$ cat src/rtl/serial_receiver_pkg.sv
// Shared UART framing constants and FSM state types for the serial receiver/transmitter pair.
package serial_receiver_pkg;

   localparam int unsigned SYNC_BYTE     = 'h0A;
   localparam int unsigned TICKS_PER_BIT = 8;
   localparam int unsigned TICK_W        = $clog2(TICKS_PER_BIT);
   localparam int unsigned PRESCALE_W    = 16;

   typedef enum logic [1:0] {
      CH_IDLE,
      CH_START,
      CH_DATA,
      CH_STOP
   } char_state_t;

   typedef enum logic [1:0] {
      FR_SYNC,
      FR_HIGH,
      FR_LOW
   } frame_state_t;

endpackage

$ cat src/rtl/uart_rx.sv
// Character-level UART receiver: synchronizer, 1/8-bit tick generator and start/data/stop FSM.
module uart_rx
   import serial_receiver_pkg::*;
#(
   parameter int unsigned DATA_WIDTH = 8
) (
   input  logic                  clk,
   input  logic                  rst,
   input  logic                  rxd,
   input  logic [PRESCALE_W-1:0] prescale,
   output logic [DATA_WIDTH-1:0] m_axis_tdata,
   output logic                  m_axis_tvalid,
   output logic                  busy,
   output logic                  frame_error
);

   localparam int unsigned BIT_W = (DATA_WIDTH > 1) ? $clog2(DATA_WIDTH) : 1;
   localparam logic [TICK_W-1:0] TICK_HALF = TICK_W'(TICKS_PER_BIT / 2 - 1);
   localparam logic [TICK_W-1:0] TICK_LAST = TICK_W'(TICKS_PER_BIT - 1);

   logic                  rx_meta, rx_s, rx_d;
   char_state_t           state_q, state_d;
   logic [PRESCALE_W-1:0] presc_q, presc_d;
   logic [TICK_W-1:0]     tick_q, tick_d;
   logic [BIT_W-1:0]      bit_q, bit_d;
   logic [DATA_WIDTH-1:0] shift_q, shift_d;
   logic                  busy_q;
   logic                  tick;

   assign tick         = (presc_q == prescale - PRESCALE_W'(1));
   assign m_axis_tdata = shift_q;
   assign busy         = busy_q;

   always_ff @(posedge clk or negedge rst) begin
      if (!rst) begin
         rx_meta <= 1'b1;
         rx_s    <= 1'b1;
         rx_d    <= 1'b1;
         state_q <= CH_IDLE;
         presc_q <= '0;
         tick_q  <= '0;
         bit_q   <= '0;
         shift_q <= '0;
         busy_q  <= 1'b0;
      end else begin
         rx_meta <= rxd;
         rx_s    <= rx_meta;
         rx_d    <= rx_s;
         state_q <= state_d;
         presc_q <= presc_d;
         tick_q  <= tick_d;
         bit_q   <= bit_d;
         shift_q <= shift_d;
         busy_q  <= (state_d != CH_IDLE);
      end
   end

   // Strobes are combinational so the framer can register them with one cycle of latency.
   always_comb begin
      state_d       = state_q;
      presc_d       = tick ? '0 : presc_q + PRESCALE_W'(1);
      tick_d        = tick_q;
      bit_d         = bit_q;
      shift_d       = shift_q;
      m_axis_tvalid = 1'b0;
      frame_error   = 1'b0;
      case (state_q)
         CH_IDLE: begin
            if (rx_d && !rx_s) begin
               state_d = CH_START;
               presc_d = '0;
               tick_d  = '0;
            end
         end
         CH_START: begin
            if (tick) begin
               tick_d = tick_q + TICK_W'(1);
               if (tick_q == TICK_HALF) begin
                  if (!rx_s) begin
                     state_d = CH_DATA;
                     tick_d  = '0;
                     bit_d   = '0;
                  end else begin
                     state_d = CH_IDLE;
                  end
               end
            end
         end
         CH_DATA: begin
            if (tick) begin
               tick_d = tick_q + TICK_W'(1);
               if (tick_q == TICK_LAST) begin
                  shift_d = {rx_s, shift_q[DATA_WIDTH-1:1]};
                  bit_d   = bit_q + BIT_W'(1);
                  if (bit_q == BIT_W'(DATA_WIDTH - 1)) state_d = CH_STOP;
               end
            end
         end
         CH_STOP: begin
            if (tick) begin
               tick_d = tick_q + TICK_W'(1);
               if (tick_q == TICK_LAST) begin
                  state_d = CH_IDLE;
                  if (rx_s) m_axis_tvalid = 1'b1;
                  else      frame_error   = 1'b1;
               end
            end
         end
         default: state_d = CH_IDLE;
      endcase
   end

endmodule

$ cat src/rtl/serial_receiver.sv
// UART word receiver: assembles {high, low} words from 0x0A-prefixed three-character frames.
module serial_receiver
   import serial_receiver_pkg::*;
#(
   parameter int unsigned SERIAL_DATA_SIZE = 8,
   parameter int unsigned UART_PRESCALE    = 1302
) (
   input  logic                          i_clock,
   input  logic                          i_reset,
   input  logic                          i_rx,
   output logic [2*SERIAL_DATA_SIZE-1:0] o_data,
   output logic                          o_valid,
   output logic                          o_frame_error,
   output logic                          o_busy
);

   localparam logic [SERIAL_DATA_SIZE-1:0] SYNC_CHAR = SERIAL_DATA_SIZE'(SYNC_BYTE);

   logic [SERIAL_DATA_SIZE-1:0]   char_data;
   logic                          char_valid, char_error;
   frame_state_t                  frame_q, frame_d;
   logic [SERIAL_DATA_SIZE-1:0]   high_q, high_d;
   logic [2*SERIAL_DATA_SIZE-1:0] data_d;
   logic                          valid_d, error_d;

   uart_rx #(.DATA_WIDTH(SERIAL_DATA_SIZE)) u_uart_rx (
      .clk          (i_clock),
      .rst          (i_reset),
      .rxd          (i_rx),
      .prescale     (PRESCALE_W'(UART_PRESCALE)),
      .m_axis_tdata (char_data),
      .m_axis_tvalid(char_valid),
      .busy         (o_busy),
      .frame_error  (char_error)
   );

   always_ff @(posedge i_clock or negedge i_reset) begin
      if (!i_reset) begin
         frame_q       <= FR_SYNC;
         high_q        <= '0;
         o_data        <= '0;
         o_valid       <= 1'b0;
         o_frame_error <= 1'b0;
      end else begin
         frame_q       <= frame_d;
         high_q        <= high_d;
         o_data        <= data_d;
         o_valid       <= valid_d;
         o_frame_error <= error_d;
      end
   end

   // Frame FSM; a character error anywhere in a frame drops the partial word.
   always_comb begin
      frame_d = frame_q;
      high_d  = high_q;
      data_d  = o_data;
      valid_d = 1'b0;
      error_d = char_error;
      case (frame_q)
         FR_SYNC: begin
            if (char_valid && (char_data == SYNC_CHAR)) frame_d = FR_HIGH;
         end
         FR_HIGH: begin
            if (char_error) begin
               frame_d = FR_SYNC;
            end else if (char_valid) begin
               high_d  = char_data;
               frame_d = FR_LOW;
            end
         end
         FR_LOW: begin
            if (char_error) begin
               frame_d = FR_SYNC;
            end else if (char_valid) begin
               data_d  = {high_q, char_data};
               valid_d = 1'b1;
               frame_d = FR_SYNC;
            end
         end
         default: frame_d = FR_SYNC;
      endcase
   end

endmodule

$ cat config.mk
export PLATFORM = sky130hd
export DESIGN_NAME = serial_receiver
export DESIGN_NICKNAME = d
export VERILOG_FILES = /design/src/rtl/serial_receiver_pkg.sv /design/src/rtl/uart_rx.sv /design/src/rtl/serial_receiver.sv
export SDC_FILE = /design/constraint.sdc
export NUM_CORES = 1
export LEC_CHECK = 0
export ABC_AREA = 1
export CORE_MARGIN = 2
export CORE_UTILIZATION = 35
export DETAILED_ROUTE_END_ITERATION = 6
export PLACE_DENSITY = 0.5
export SLEW_MARGIN = 20
export SYNTH_ARGS = -nofsm -noshare
export SYNTH_HDL_FRONTEND = slang
export SYNTH_SLANG_ARGS = --single-unit
$ cat constraint.sdc
create_clock -name i_clock -period 2.45 [get_ports i_clock]
set_input_delay 0.49 -clock i_clock [delete_from_list [all_inputs] [get_ports i_clock]]
set_output_delay 0.49 -clock i_clock [all_outputs]
set_load 0.005 [all_outputs]
==> results of run 1 <==
[through the flow]
stage,power [mW],area [um^2],instances
after global routing,2.88,3720,536
after global placement,1.70,3490,520
after CTS,2.76,3720,536
after floorplan,1.57,3180,394
final,2.72,3720,536
after detailed placement,1.71,3490,520
[report_power, final]
group	internal, mW	leakage [nW]	switching, mW
Clock	0.627	0.119	0.409
Combinational	0.154	1.07	0.267
Sequential	1.14	0.859	0.115
[registers in the layout, indices dropped and copies added (netlist names)]
name,cells
u_uart_rx.rx_s,1
frame_q,2
u_uart_rx.state_q,2
o_data,16
u_uart_rx.rx_d,1
u_uart_rx.busy,1
high_q,8
u_uart_rx.m_axis_tdata,8
u_uart_rx.rx_meta,1
o_valid,1
u_uart_rx.tick_q,3
o_frame_error,1
u_uart_rx.bit_q,3
u_uart_rx.presc_q,16
[logic make-up (layout without fill, tap and decap cells)]
| group | Yosys count | count (layout) | synth area share [%] |
|---|---|---|---|
| AOI/OAI and AO/OA | 49 | 49 | 8.00 |
| xor gates and xnor gates | 1 | 1 | 0.276 |
| adders and majority gates | 9 | 9 | 3.54 |
| buffers and inverters | 98 | 132 | 12.7 |
| DFF | 64 | 64 | 50.5 |
| and+or+nand+nor | 173 | 173 | 24.9 |
[cells in the final DEF, fill, tap and decap left out, drive strengths merged]
cell type	instances
clkbuf	11
o22ai	1
o21ai	40
nor2	48
nand2	87
dfstp	3
nand3b	1
clkdlybuf4s50	20
a211oi	1
nand3	21
nor3	9
nand4	5
nor3b	2
ha	9
inv	91
a21oi	6
clkinv	5
a31oi	1
bufinv	2
dfrtp	61
xor2	1
buf	3
[path summary, 6_finish.rpt]
| check | from | to | cells past startpoint |
|---|---|---|---|
| setup / recovery | u_uart_rx.tick_q[0] | o_data[0] | 7 |
| min in group i_clock | u_uart_rx.rx_meta | u_uart_rx.rx_s | 0 |
| setup reg to reg | u_uart_rx.tick_q[0] | o_data[0] | 7 |
| hold / removal | i_reset | o_data[10] | 1 |
| hold reg to reg | u_uart_rx.rx_meta | u_uart_rx.rx_s | 0 |
| max in group asynchronous | i_reset | u_uart_rx.rx_s | 2 |
[area by class of cell]
cell class / count / share of cell area, %
clock buffers: 11 / 4.06
clock inverters: 5 / 2.12
flip-flops and latches: 64 / 43.1
repair buffers: 23 / 6.25
inverters: 93 / 9.51
well taps: 108 / 3.63
multi-input cells: 232 / 31.3
[routing by layer]
layer | up-vias | part of all wire (%)
met3 | 10 | 2.9
met2 | 26 | 46
met4 | 0 | 1.8
met1 | 1057 | 49
li1 | 1256 | -
met5 | - | 0
==> results_dict.tcl, run 1 <==
set metrics [dict create \
    start_kind "flip-flop" \
    io_pins 22 \
    grt_max_degree 33 \
    skew_ps 5.86 \
    fin_util_pct 42.5 \
    synthTopCellsByCount "inv_1, nand2_1, dfrtp_1" \
    ff2ff_setup_slack_ps 430 \
    drive_gt1_share_pct 9.81 \
    initial_core_util_pct 36.3 \
    vias_per_cell 4.38 \
    ctsLongestPathBuffers 2 \
    dp_hpwl_mm 4.26 \
    routed_wl_mm 5.98 \
    synth_area_um2 3180 \
    busiest_layer "met2" \
    antenna_found_initial 0 \
    cts_setup_buffers 0 \
    synth_top_area_share_pct 48.1 \
    nFillCells 892 \
    vias 2349 \
    clock_latency_ps 340 \
    portBuffers 21 \
    grt_overflow 0 \
    p_leak_nw 2.05 \
    crit_type "flip-flop to flip-flop" \
    firstDrtPassIters 4 \
    seqCellArea_um2 1610 \
    status "finished, final reports clean" \
    ir_drop_uv 309 \
    setup-tns-final_ps 0 \
    grt_pass1_vias 2276 \
    critPathTopFamily "simple AND/OR/NAND/NOR gates" \
    ys_seq_area_share_pct 50.5 \
    post_drt_wl_per_cell_um 11.2 \
    drv_cap 0 \
    critPathMaxFanout 32 \
    route.detailed.drc 0 \
    slew_headroom_pct 53.7 \
    cts_resized 0 \
    rsz0062_at_grt "false" \
    synth_area_leader_cell "dfrtp_1" \
    path_cells "ha_1 > ha_1 > inv_1 > nor3_2 > nand3_4 > o21ai_1 > inv_1" \
    rows 34 \
    synth_edf_count 0 \
    post-route-period-util_pct 82.4 \
    cts_tree "done" \
    cts_root_buf "clkbuf_8" \
    report.final.slew_viol_count 0 \
    cp_slowest_stage_delay_ps 360 \
    yosysWarnings 0 \
    syn_avg_cell_area_um2 8.06 \
    nNetsFinal 435 \
    cts.sinks 64 \
    worst_pin_slew_ps 695 \
    ys_ff_latch 64 \
    met3_usage_pct 3.65 \
    powerDensity_nw_per_um2 729 \
    dieArea_um2 9850 \
    die_y_um 99.3 \
    grtUsageMet1_pct 16.5 \
    required_ps 2670 \
    ys_async_sr_fraction_pct 100 \
    num_antenna_cells 0 \
    drt.antenna.violating_nets 0 \
    drt_iter0_drc 67 \
    synth_cell_types 32 \
    yosysMostFrequentCell "inv_1" \
    cts_hold_buf 0 \
    clk_pin_slew_ps 70 \
    met2_usage_pct 22.0 \
    synthCells 394 \
    synth_ff_type "dfrtp_1" \
    die_w_um 99.3 \
    cp_num_buf_inv 2 \
    finalCriticalPeriod_ps 2020 \
    fmax_mhz 496 \
    setup_viol 0 \
    core_um2 8760 \
    hold_viol_final 0 \
    gp_congestion 0.799 \
    hold_ws_ps 190 \
    cp.arrival_ps 2240 \
    final.setup.worst_slack_ps 432 \
    min_path_type "input pin to async pin" \
    multi_input_area_um2 1170 \
    cts_buffers 9 \
    synth_fp_nets 406 \
    htreeDepth 3 \
    endpoint_kind "flip-flop" \
    syn2layout_area_growth_pct 17.3 \
    place_ws_ps 427 \
    grt.total_usage_pct 13.2 \
    grt_pass1_wl_mm 10.5 \
    slowest_stage "dfrtp_1" \
    synth_area_leaders "dfrtp_1, inv_1, nand2_1" \
]
No activity file was read; power rests on OpenSTA's default activity.
==> inputs of run 2 (changes only) <==
- PLACE_DENSITY: 0.5 -> 0.52
- clock period: 2.45 -> 1.8 ns (I/O delays scaled with it)
==> run 2 against run 1 <==
Clock skew rose by 2.5 ps. Via count increased by 0.77%. Combinational power grew 52%. Total power up 42%. Register-to-register slack lost 290 ps. Cell count up 1.1%. First-iteration DRC count decreased by 16%. Non-clock buffer count up 6. Critical path type unchanged. Largest cell class unchanged. Largest power group unchanged.
==> results_dict.tcl, run 2 (synthesis results as in run 1) <==
set metrics [dict create \
    status "finished, final reports clean" \
    post-route-period-util_pct 92.1 \
    firstDrtPassIters 4 \
    setup_viol 0 \
    report.final.slew_viol_count 0 \
    grt_pass1_vias 2271 \
    drt_iter0_drc 56 \
    ctsLongestPathBuffers 2 \
    final.setup.worst_slack_ps 143 \
    skew_ps 8.31 \
    clk_pin_slew_ps 70 \
    finalPower_mw 3.85 \
    setup-tns-final_ps 0 \
    cts_buffers 9 \
    slew_headroom_pct 76.4 \
    io_pins 22 \
    p_comb_share_pct 16.6 \
    initial_core_util_pct 36.3 \
    critPathMaxFanout 32 \
    rsz0062_at_grt "false" \
    dieArea_um2 9850 \
    place_ws_ps 102 \
    drive_gt1_share_pct 11.3 \
    finalCriticalPeriod_ps 1660 \
    grt_max_degree 65 \
    required_ps 2030 \
    p_leak_nw 2.10 \
    post_drt_wl_per_cell_um 10.7 \
    dp_hpwl_mm 4.10 \
    worst_pin_slew_ps 351 \
    final_common_cell "inv_1" \
    grt.total_usage_pct 13.4 \
    cts_setup_buffers 0 \
    syn2layout_area_growth_pct 20.2 \
    gp_congestion 0.794 \
    cts_root_buf "clkbuf_8" \
    cts.sinks 64 \
    antenna_found_initial 0 \
    cp.arrival_ps 1890 \
    fin_util_pct 43.6 \
    drt.antenna.violating_nets 0 \
    min_path_type "input pin to async pin" \
    rows 34 \
    reg_top3 "o_data: 16 flops, u_uart_rx.presc_q: 16 flops" \
    start_kind "flip-flop" \
    vias_per_cell 4.37 \
    grt_pass1_wl_mm 10.5 \
    die_y_um 99.3 \
    final_cell_mix "inv_1, nand2_1, dfrtp_1" \
    endpoint_kind "flip-flop" \
    routed_wl_mm 5.82 \
    fmax_mhz 603 \
    final_cell_area_um2 3820 \
    drv_cap 0 \
    p_int_mw 2.75 \
    die_w_um 99.3 \
    hold_viol_final 0 \
    nNetsFinal 441 \
    dp_cells 526 \
    portBuffers 21 \
    htreeDepth 3 \
    vias 2367 \
    swShare_pct 28.5 \
    power_frac_seq_pct 44.1 \
    crit_type "flip-flop to flip-flop" \
    switchingPower_mw 1.10 \
    route.detailed.drc 0 \
    finalNonFillerCells 542 \
    core_um2 8760 \
    powerDensity_nw_per_um2 1010 \
    num_antenna_cells 0 \
    place_area_um2 3550 \
    cts_tree "done" \
    clockPowerShare_pct 39.3 \
    ir_drop_uv 623 \
    hold_ws_ps 14.5 \
    reg2regPathDepth 12 \
    grt_overflow 0 \
    clock_latency_ps 340 \
]
run 2: cell types whose count changed in the layout (fill, tap and decap cells not counted), sizes merged:
cell / delta
buf: +6
clkinv: -1
bufinv: +1
run 2: path summary, 6_finish.rpt:
check,end,slack [ps],startpoint
worst max-delay path,o_data[7],140,u_uart_rx.presc_q[1]
worst min-delay path,o_data[15],10,i_reset
worst max register to register,o_data[7],140,u_uart_rx.presc_q[1]
worst min register to register,u_uart_rx.rx_s,370,u_uart_rx.rx_meta
max in group asynchronous,u_uart_rx.rx_s,1440,i_reset
min in group i_clock,u_uart_rx.rx_s,370,u_uart_rx.rx_meta
run 2: area by class of cell:
type	count	area, um^2
Sequential cell	64	1610
Multi-Input combinational cell	232	1190
Timing Repair Buffer	29	290
Clock buffer	11	141
Clock inverter	5	104
Inverter	93	354
Fill cell	887	4940
Tap cell	108	135
run 2: power groups by stage:
stage	clock, mW	sequential (mW)	combinational, mW
3_5_place_dp	0	1.72	0.632
4_1_cts	1.56	1.70	0.632
3_3_place_gp	0	1.72	0.633
6_report	1.51	1.70	0.640
2_1_floorplan	0	1.70	0.435
5_1_grt	1.62	1.72	0.749
run 2: metal layers:
| layer | vias up | share of wire [%] | track usage [%] |
|---|---|---|---|
| li1 | 1271 | - | - |
| met1 | 1061 | 48 | 16.9 |
| met2 | 27 | 47 | 21.9 |
| met3 | 8 | 3.0 | 3.87 |
| met4 | 0 | 1.1 | 4.74 |
| met5 | - | 0 | 0 |
run 2: what timing repair did:
item | 4_1_cts | 5_1_grt
gates resized for setup | 0 | 4
hold buffers | 0 | 0
endpoints found under the setup margin | 0 | 24
run 2: worst max-delay path, cell delays in order, from the launching register on:
cell and delay [ps]:
dfrtp_1 410, inv_1 70, ha_1 150, nand2_1 60
clkinv_1 50, nand2_1 80, nor2_4 140, nand2_4 90
inv_6 80, nand3_4 60, buf_12 170, o21ai_1 120
inv_1 50
